==> src/rtl/bp_update_ctrl.sv <==
// Branch-predictor table write sequencer: sweeps BTB/PHT clear after reset or flush,
// then retires buffered Execute-stage outcomes through the single table write port.
module bp_update_ctrl #(
  parameter int SIZE     = 1024,
  parameter int PHT_SIZE = 256,
  parameter int DEPTH    = 4
) (
  input  logic                        clk,
  input  logic                        rst,
  input  logic                        flush_req,
  input  logic                        upd_valid,
  input  logic                        upd_is_branch,
  input  logic                        upd_is_jump,
  input  logic                        upd_taken,
  input  logic [31:0]                 upd_pc,
  input  logic [31:0]                 upd_target,
  output logic                        upd_ready,
  output logic                        busy,
  output logic                        btb_we,
  output logic [$clog2(SIZE)-1:0]     btb_idx,
  output logic                        btb_valid,
  output logic [31:0]                 btb_target,
  output logic                        pht_we,
  output logic [$clog2(PHT_SIZE)-1:0] pht_idx,
  output logic                        pht_init,
  output logic                        pht_taken,
  output logic [15:0]                 drop_cnt
);
  localparam int IW = $clog2(SIZE);
  localparam int PW = $clog2(PHT_SIZE);
  localparam int AW = $clog2(DEPTH);
  localparam logic [IW-1:0] CNT_LAST = IW'(SIZE - 1);
  localparam logic [IW:0]   PHT_LIM  = (IW+1)'(PHT_SIZE);

  typedef enum logic [1:0] {IDLE, CLEAR, RUN} state_t;

  typedef struct packed {
    logic          is_br;
    logic          taken;
    logic [IW-1:0] idx;
    logic [31:0]   tgt;
  } upd_t;

  state_t        state_q;
  logic [IW-1:0] cnt_q;
  logic [AW:0]   wptr_q, rptr_q;
  logic [15:0]   drop_q;
  upd_t          fifo_q [DEPTH];
  upd_t          head;

  logic empty, full, flush, pop, typed, push, drop;
  logic unused_pc;

  assign unused_pc = ^{upd_pc[31:IW+2], upd_pc[1:0]};

  assign empty = (wptr_q == rptr_q);
  assign full  = (wptr_q[AW] != rptr_q[AW]) && (wptr_q[AW-1:0] == rptr_q[AW-1:0]);
  assign flush = flush_req && (state_q != IDLE);
  assign pop   = (state_q == RUN) && !empty;
  assign typed = upd_valid && (upd_is_branch || upd_is_jump);
  // A flush discards the concurrent update outright, so it is neither pushed nor counted.
  assign push  = typed && !flush && (!full || pop);
  assign drop  = typed && !flush && full && !pop;
  assign head  = fifo_q[rptr_q[AW-1:0]];

  always_ff @(posedge clk or posedge rst) begin
    if (rst) begin
      state_q <= IDLE;
      cnt_q   <= '0;
      wptr_q  <= '0;
      rptr_q  <= '0;
      drop_q  <= '0;
    end else begin
      if (drop && drop_q != 16'hFFFF) drop_q <= drop_q + 16'd1;
      if (flush) begin
        state_q <= CLEAR;
        cnt_q   <= '0;
        wptr_q  <= '0;
        rptr_q  <= '0;
      end else begin
        if (pop)  rptr_q <= rptr_q + (AW+1)'(1);
        if (push) wptr_q <= wptr_q + (AW+1)'(1);
        case (state_q)
          IDLE: state_q <= CLEAR;
          CLEAR: begin
            if (cnt_q == CNT_LAST) begin
              state_q <= RUN;
              cnt_q   <= '0;
            end else begin
              cnt_q <= cnt_q + IW'(1);
            end
          end
          default: ;
        endcase
      end
    end
  end

  always_ff @(posedge clk) begin
    if (push) fifo_q[wptr_q[AW-1:0]] <= '{is_br: upd_is_branch, taken: upd_taken,
                                          idx: upd_pc[IW+1:2], tgt: upd_target};
  end

  // Write port is a pure decode of registered state and the FIFO head.
  always_comb begin
    btb_we     = 1'b0;
    btb_idx    = '0;
    btb_valid  = 1'b0;
    btb_target = '0;
    pht_we     = 1'b0;
    pht_idx    = '0;
    pht_init   = 1'b0;
    pht_taken  = 1'b0;
    case (state_q)
      CLEAR: begin
        btb_we   = 1'b1;
        btb_idx  = cnt_q;
        pht_we   = ({1'b0, cnt_q} < PHT_LIM);
        pht_idx  = cnt_q[PW-1:0];
        pht_init = 1'b1;
      end
      RUN: begin
        if (!empty) begin
          btb_we     = !head.is_br || head.taken;
          btb_idx    = head.idx;
          btb_valid  = !head.is_br || head.taken;
          btb_target = head.tgt;
          pht_we     = head.is_br;
          pht_idx    = head.idx[PW-1:0];
          pht_taken  = head.taken;
        end
      end
      default: ;
    endcase
  end

  assign busy      = (state_q != RUN);
  assign upd_ready = !full;
  assign drop_cnt  = drop_q;
endmodule
==> config.mk <==
export PLATFORM = sky130hd
export DESIGN_NAME = bp_update_ctrl
export DESIGN_NICKNAME = d
export VERILOG_FILES = /design/src/rtl/bp_update_ctrl.sv
export SDC_FILE = /design/constraint.sdc
export NUM_CORES = 1
export LEC_CHECK = 0
export BUFFER_PORTS_ARGS = -buffer_cell sky130_fd_sc_hd__buf_2
export CAP_MARGIN = 20
export CORE_ASPECT_RATIO = 2
export CORE_UTILIZATION = 35
export CTS_BUF_LIST = sky130_fd_sc_hd__clkbuf_8
export DETAILED_ROUTE_END_ITERATION = 8
export GPL_TIMING_DRIVEN = 0
export HOLD_SLACK_MARGIN = 0.02
export MAX_ROUTING_LAYER = met4
export PLACE_DENSITY_LB_ADDON = 0.05
export SLEW_MARGIN = 25
export SYNTH_ARGS = -nofsm -noshare
export SYNTH_HDL_FRONTEND = slang
export SYNTH_SLANG_ARGS = --single-unit
==> constraint.sdc <==
create_clock -name clk -period 2.5 [get_ports clk]
set_clock_uncertainty 0.15 [all_clocks]
set_input_delay 0.125 -clock clk [delete_from_list [all_inputs] [get_ports clk]]
set_output_delay 0.125 -clock clk [all_outputs]
set_load 0.03 [all_outputs]
Word-level counts from Yosys, hierarchy flattened --
Memories as Yosys holds them, arrays and structs flattened. Cells that the tools add are included. W data, S select, Z words.
Word-level totals: register bits 34, latch bits 0, bits in writable memories 176, bits in read-only memories 0, input port bits 71, word-level logic and storage cells 70, memories 1
Memories:
- fifo_q | depth 4, width 44, rd ports 1, clocked after memory_dff 0, write ports 1, RTL line 48 | upd_t fifo_q [DEPTH];
Operators by class: add/subtract/negate cells 4, multiply operators 0, div/mod/pow operators 0, $lt $le $gt $ge 1, equality and inequality tests 9, shift-type cells 0, mux-type cells 26, bitwise gates (word level) 0, reduce and logical (&&, ||, !) cells 24
Operator list (number):
- $mux W32 | 2
- $mux W10 | 4
- $pmux W10 S2 | 1
- $add A16 B1 Y16 const B | 1
- $ne A16 B16 Y1 const B | 1
- $pmux W8 S2 | 1
- $mux W3 | 4
- $add A10 B1 Y10 const B | 1
- $eq A10 B10 Y1 const B | 1
- $lt A10 B9 Y1 const B | 1
- $logic_and A1 B1 Y1 | 9
- $mux W1 | 8
- $mux W8 | 1
- $reduce_bool A2 Y1 | 4
- $add A3 B1 Y3 const B | 2
- $logic_not A1 Y1 | 5
- $mux W2 | 2
- $pmux W1 S2 | 2
- $pmux W2 S2 | 1
- $eq A3 B3 Y1 | 1
- $logic_or A1 B1 Y1 | 3
- $ne A3 B3 Y1 const B | 1
- $reduce_bool A3 Y1 | 1
- $eq A2 B1 Y1 const B | 1
- 6 further kinds | 6

Logic depth before layout (Yosys ltp) --
depth in word-level cells 7, gate-level depth with buffers 8, depth with buffers taken out 7

Worst setup path after synthesis --
No wires, ideal clock.
path type reg2out, from reg state_q[0], to out pht_idx[2], data arrival time 2.229 ns, data required time 2.225 ns, setup slack -0.004 ns, stages on the path, launching flop included 9, buffers on the path 2, cells stage by stage dfrtp_1 -> inv_1 -> ha_1 -> inv_1 -> a31oi_4 -> buf_4 -> a22oi_1 -> nor2b_1 -> buf_4
Between the ends: longest elaborated chain between the ends 2, elaborated cells between the ends (all ways) 3, classes of those cells eq/ne (2); mux (1)
RTL lines:
- start: declaration | RTL line 44 | state_t state_q;
- start signal: assignment | RTL line 68 | state_q <= IDLE;
- start signal: assignment | RTL line 76 | state_q <= CLEAR;
- start signal: assignment | RTL line 84 | IDLE: state_q <= CLEAR;
- $eq A2 B2 Y1 / $eq A2 B1 Y1 (equally long branches) | RTL line 114 | case (state_q)
- $pmux W8 S2 * | RTL line 114
- end: declaration | RTL line 24 | output logic [$clog2(PHT_SIZE)-1:0] pht_idx,
Mark *: on every way between the ends. The rest lies on a longest branch, timed or not.

Worst setup path in the final report --
from reg rptr_q[0], to out pht_idx[6]
Between the ends: longest elaborated chain between the ends 3, elaborated cells between the ends (all ways) 4, classes of those cells eq/ne (1); mux (2); memory (1)
RTL lines:
- start: declaration | RTL line 46 | logic [AW:0] wptr_q, rptr_q;
- start signal: assignment | RTL line 81 | if (pop) rptr_q <= rptr_q + (AW+1)'(1);
- $mem_v2 Z4 W44 / $eq A3 B3 Y1 (equally long branches)
- $mux W8 * | RTL line 123 | if (!empty) begin
- $pmux W8 S2 * | RTL line 114
Marks and branches as above.

==> results.sh <==
export IMPL_violations="setup timing"
export IMPL_hold_viol=0
export IMPL_syn_inst=489
export IMPL_clkSinkCount=210
export IMPL_met3_usage=0.0269
export IMPL_hpwl_um=12300
export IMPL_drtAntennaViolNets=0
export IMPL_fin_nets=807
export IMPL_crit_required_ps=2230
export IMPL_ys_flop_type="edfxtp_1"
export IMPL_yosys_top_cells_count="176 x edfxtp_1, 44 x mux4_2, 34 x dfrtp_1, 33 x and2_1, 25 x nor2_1"
export IMPL_finalWorstSetupSlack_ps=-97.4
export IMPL_status="finished, violations left"
export IMPL_io_buffers=121
export IMPL_diodes=0
export IMPL_dr_pass1_iters=4
export IMPL_rows=81
export IMPL_r2r_slack_ps=50
export IMPL_hold_path_startpoint="upd_target[4]"
export IMPL_start_util=0.357
export IMPL_die_w_um=114
export IMPL_final_cells=1081
export IMPL_worstReg2RegStart="rptr_q[0]$_DFFE_PP0P_"
export IMPL_critPathMaxStageDelay_ps=530
export IMPL_register_area_um2=6140
export IMPL_criticalPathCategory="register to output port"
export IMPL_holdPathStages=2
export IMPL_clk_path_buf_depth=3
export IMPL_io_pin_count=144
export IMPL_mappedNetlistArea_um2=8720
export IMPL_fillers=2138
export IMPL_rr_endpoint="drop_cnt[7]$_DFFE_PP0P_"
export IMPL_peakVddDrop_mv=0.413
export IMPL_grt_pass1_wl_um=32500
export IMPL_antenna_found_initial=0
export IMPL_grt_overflow=0
export IMPL_yosys_area_top_type="edfxtp_1"
export IMPL_core_um2=24400
export IMPL_drive_above_1_share=0.458
export IMPL_cp_arrival_ps=2320
export IMPL_wl_um=22000
export IMPL_tightestPinTransition_ps=787
export IMPL_cts_root_buf="clkbuf_8"
export IMPL_drv_cap=0
export IMPL_fmax_ghz=0.385
export IMPL_use_met2=0.341
export IMPL_dieArea_um2=25600
export IMPL_start_kind="register"
export IMPL_p_per_area_nw_per_um2=719
export IMPL_routed_via_density=4.82
export IMPL_post_route_period_util=1.04
export IMPL_synth_nets=570
export IMPL_min_path_type="input pin to register"
export IMPL_ys_types=44
export IMPL_cp_max_fo=8
export IMPL_cts_buffers_inserted=31
export IMPL_synth_enable_flop_cells=176
export IMPL_cpMaxStageDelayCell="mux4_2"
export IMPL_grt_start_max_net_pins=27
export IMPL_drc=0
export IMPL_busiest_layer="met2"
export IMPL_synth_seq_cells=210
export IMPL_num_vias=5206
export IMPL_use_met1=0.181
export IMPL_setup_viol=41
export IMPL_synthArstFlopShare=0.162
export IMPL_grt_pass1_vias=5699
export IMPL_synth_top_area_frac=0.606
export IMPL_grt_usage=0.179
export IMPL_post_place_ws_ps=-432
export IMPL_multi_input_area_um2=2720
export IMPL_tritoncts="done"
export IMPL_drt_initial_drc_count=134
export IMPL_rr_worst_depth=8
export IMPL_period_needed_ps=2600
export IMPL_ys_seq_area_frac=0.704
export IMPL_relSlewSlack=0.460
export IMPL_dp_cells=943
export IMPL_yosysMostFrequentCell="edfxtp_1"
export IMPL_yosysWarnings=0
export IMPL_final_max_slew_violation_count=0
export IMPL_worstHoldEndpoint="fifo_q[1][4]$_DFFE_PP_"
export IMPL_wl_per_cell_um=20.3
export IMPL_clock_latency_ps=600
export IMPL_area_growth_syn_to_layout_pct=36.9
export IMPL_worstPathCellList="buf_12 > buf_12 > mux4_2 > a22oi_2 > nor2b_4 > buf_6 > buf_6"
export IMPL_ctsHtreeMaxLevel=1
export IMPL_syn_avg_cell_area_um2=17.8
export IMPL_die_y_um=225
export IMPL_rsz0062_at_grt="true"
export IMPL_gp_congestion=0.778
export IMPL_endpoint_kind="output port"
export IMPL_leakage_nw=4.39
export IMPL_yosys_top_cells_area="edfxtp_1 61%, mux4_2 11%, dfrtp_1 9.8%"
export IMPL_clk_pin_slew_ps=70
-- placed cells by master (no fill, tap or decap), drive strengths merged, types with 2 or more instances in the layout --
master | Yosys | routed
edfxtp | 176 | 176
nand4 | 10 | 10
dfrtp | 34 | 34
nor2b | 12 | 12
mux2i | 3 | 3
and2 | 33 | 33
nor3b | 3 | 3
dlygate4sd3 | 0 | 47
nand3 | 9 | 9
o21ai | 5 | 5
nor3 | 5 | 5
xor2 | 11 | 11
clkbuf | 6 | 42
a21oi | 8 | 8
and3 | 5 | 14
mux4 | 44 | 44
buf | 20 | 167
ha | 10 | 10
nor4 | 2 | 2
nor2 | 25 | 25
clkinv | 0 | 6
bufinv | 0 | 2
xnor2 | 19 | 19
a22oi | 10 | 10
nand2 | 19 | 19
inv | 9 | 21
-- stage by stage --
| step | utilization | total power (W) | TNS [ps] | area [um^2] | hold WS, ps |
|---|---|---|---|---|---|
| final | 0.489 | 0.00858 | -1410 | 11900 | 126 |
| after global routing | 0.489 | 0.00893 | -6530 | 11900 | 92.5 |
| after detailed placement | 0.401 | 0.00545 | -73170 | 9780 | -87.7 |
| after global placement | 0.399 | 0.00540 | -127170 | 9750 | 183 |
| after floorplan | - | 0.00501 | 0 | 8730 | 73.9 |
| after CTS | 0.477 | 0.00856 | -5360 | 11600 | 80.0 |
-- where the power goes --
| group | leakage, nW | total, W | switching (W) | internal (W) |
|---|---|---|---|---|
| clock | 0.360 | 0.00280 | 0.00132 | 0.00148 |
| combinational | 1.98 | 0.00170 | 0.000979 | 0.000723 |
| sequential | 2.05 | 0.00408 | 0.0000934 | 0.00398 |
-- final cells by class --
class                      count  area share
sequential                   210       0.514
multi-input combinational    253       0.228
timing repair buffer         195       0.141
clock buffer                  35      0.0404
tap                          332      0.0348
buffer                        26      0.0271
clock inverter                21      0.0116
inverter                       9     0.00283
-- flip-flops by register name (all words and copies together) (netlist names) --
| register | flops |
|---|---|
| cnt_q | 10 |
| drop_cnt | 16 |
| fifo_q | 176 |
| rptr_q | 3 |
| state_q | 2 |
| wptr_q | 3 |
-- layer usage --
metal	part of all wire	up-vias
met5	0	-
met4	0.029	0
met3	0.041	37
met2	0.57	135
met1	0.36	2659
li1	-	2375
-- cell families after synthesis --
| group | Yosys count | share of synthesized area |
|---|---|---|
| AO/OA/AOI/OAI | 27 | 0.0217 |
| XOR/XNOR | 30 | 0.0327 |
| adder cells (fa/ha/maj) | 10 | 0.0143 |
| buffers and inverters | 35 | 0.0234 |
| flip-flops | 210 | 0.704 |
| multiplexers | 48 | 0.118 |
| AND/OR/NAND/NOR | 129 | 0.0859 |
-- timing repair --
item | in CTS | in global routing
pin swaps | 8 | 18
resized for setup | 163 | 49
setup buffers | 16 | 5
endpoints found under the hold margin | 224 | 0
gates cloned | 8 | 6
setup endpoints to repair | 231 | 184
hold buffers | 47 | 0
-- critical path, delay by kind of cell, from the launching register on --
family / cells / cell delay [ps]
mux: 1 / 530
simple gates: 1 / 80
buf+inv: 4 / 530
compound gates: 1 / 190
flops: 1 / 390
-- worst max-delay path by stage --
stage	startpoint	to	slack, ps	cells past startpoint
final	rptr_q[0]$_DFFE_PP0P_	pht_idx[6]	-100	7
after global routing	state_q[0]$_DFFE_PP0P_	pht_idx[1]	-190	9
after CTS	rptr_q[0]$_DFFE_PP0P_	btb_idx[9]	-170	7
after detailed placement	state_q[0]$_DFFE_PP0P_	fifo_q[3][3]$_DFFE_PP_	-430	6
after global placement	state_q[1]$_DFFE_PP0P_	fifo_q[3][3]$_DFFE_PP_	-740	6
after floorplan	state_q[1]$_DFFE_PP0P_	fifo_q[3][0]$_DFFE_PP_	50	6
No activity file was read; power rests on OpenSTA's default activity.
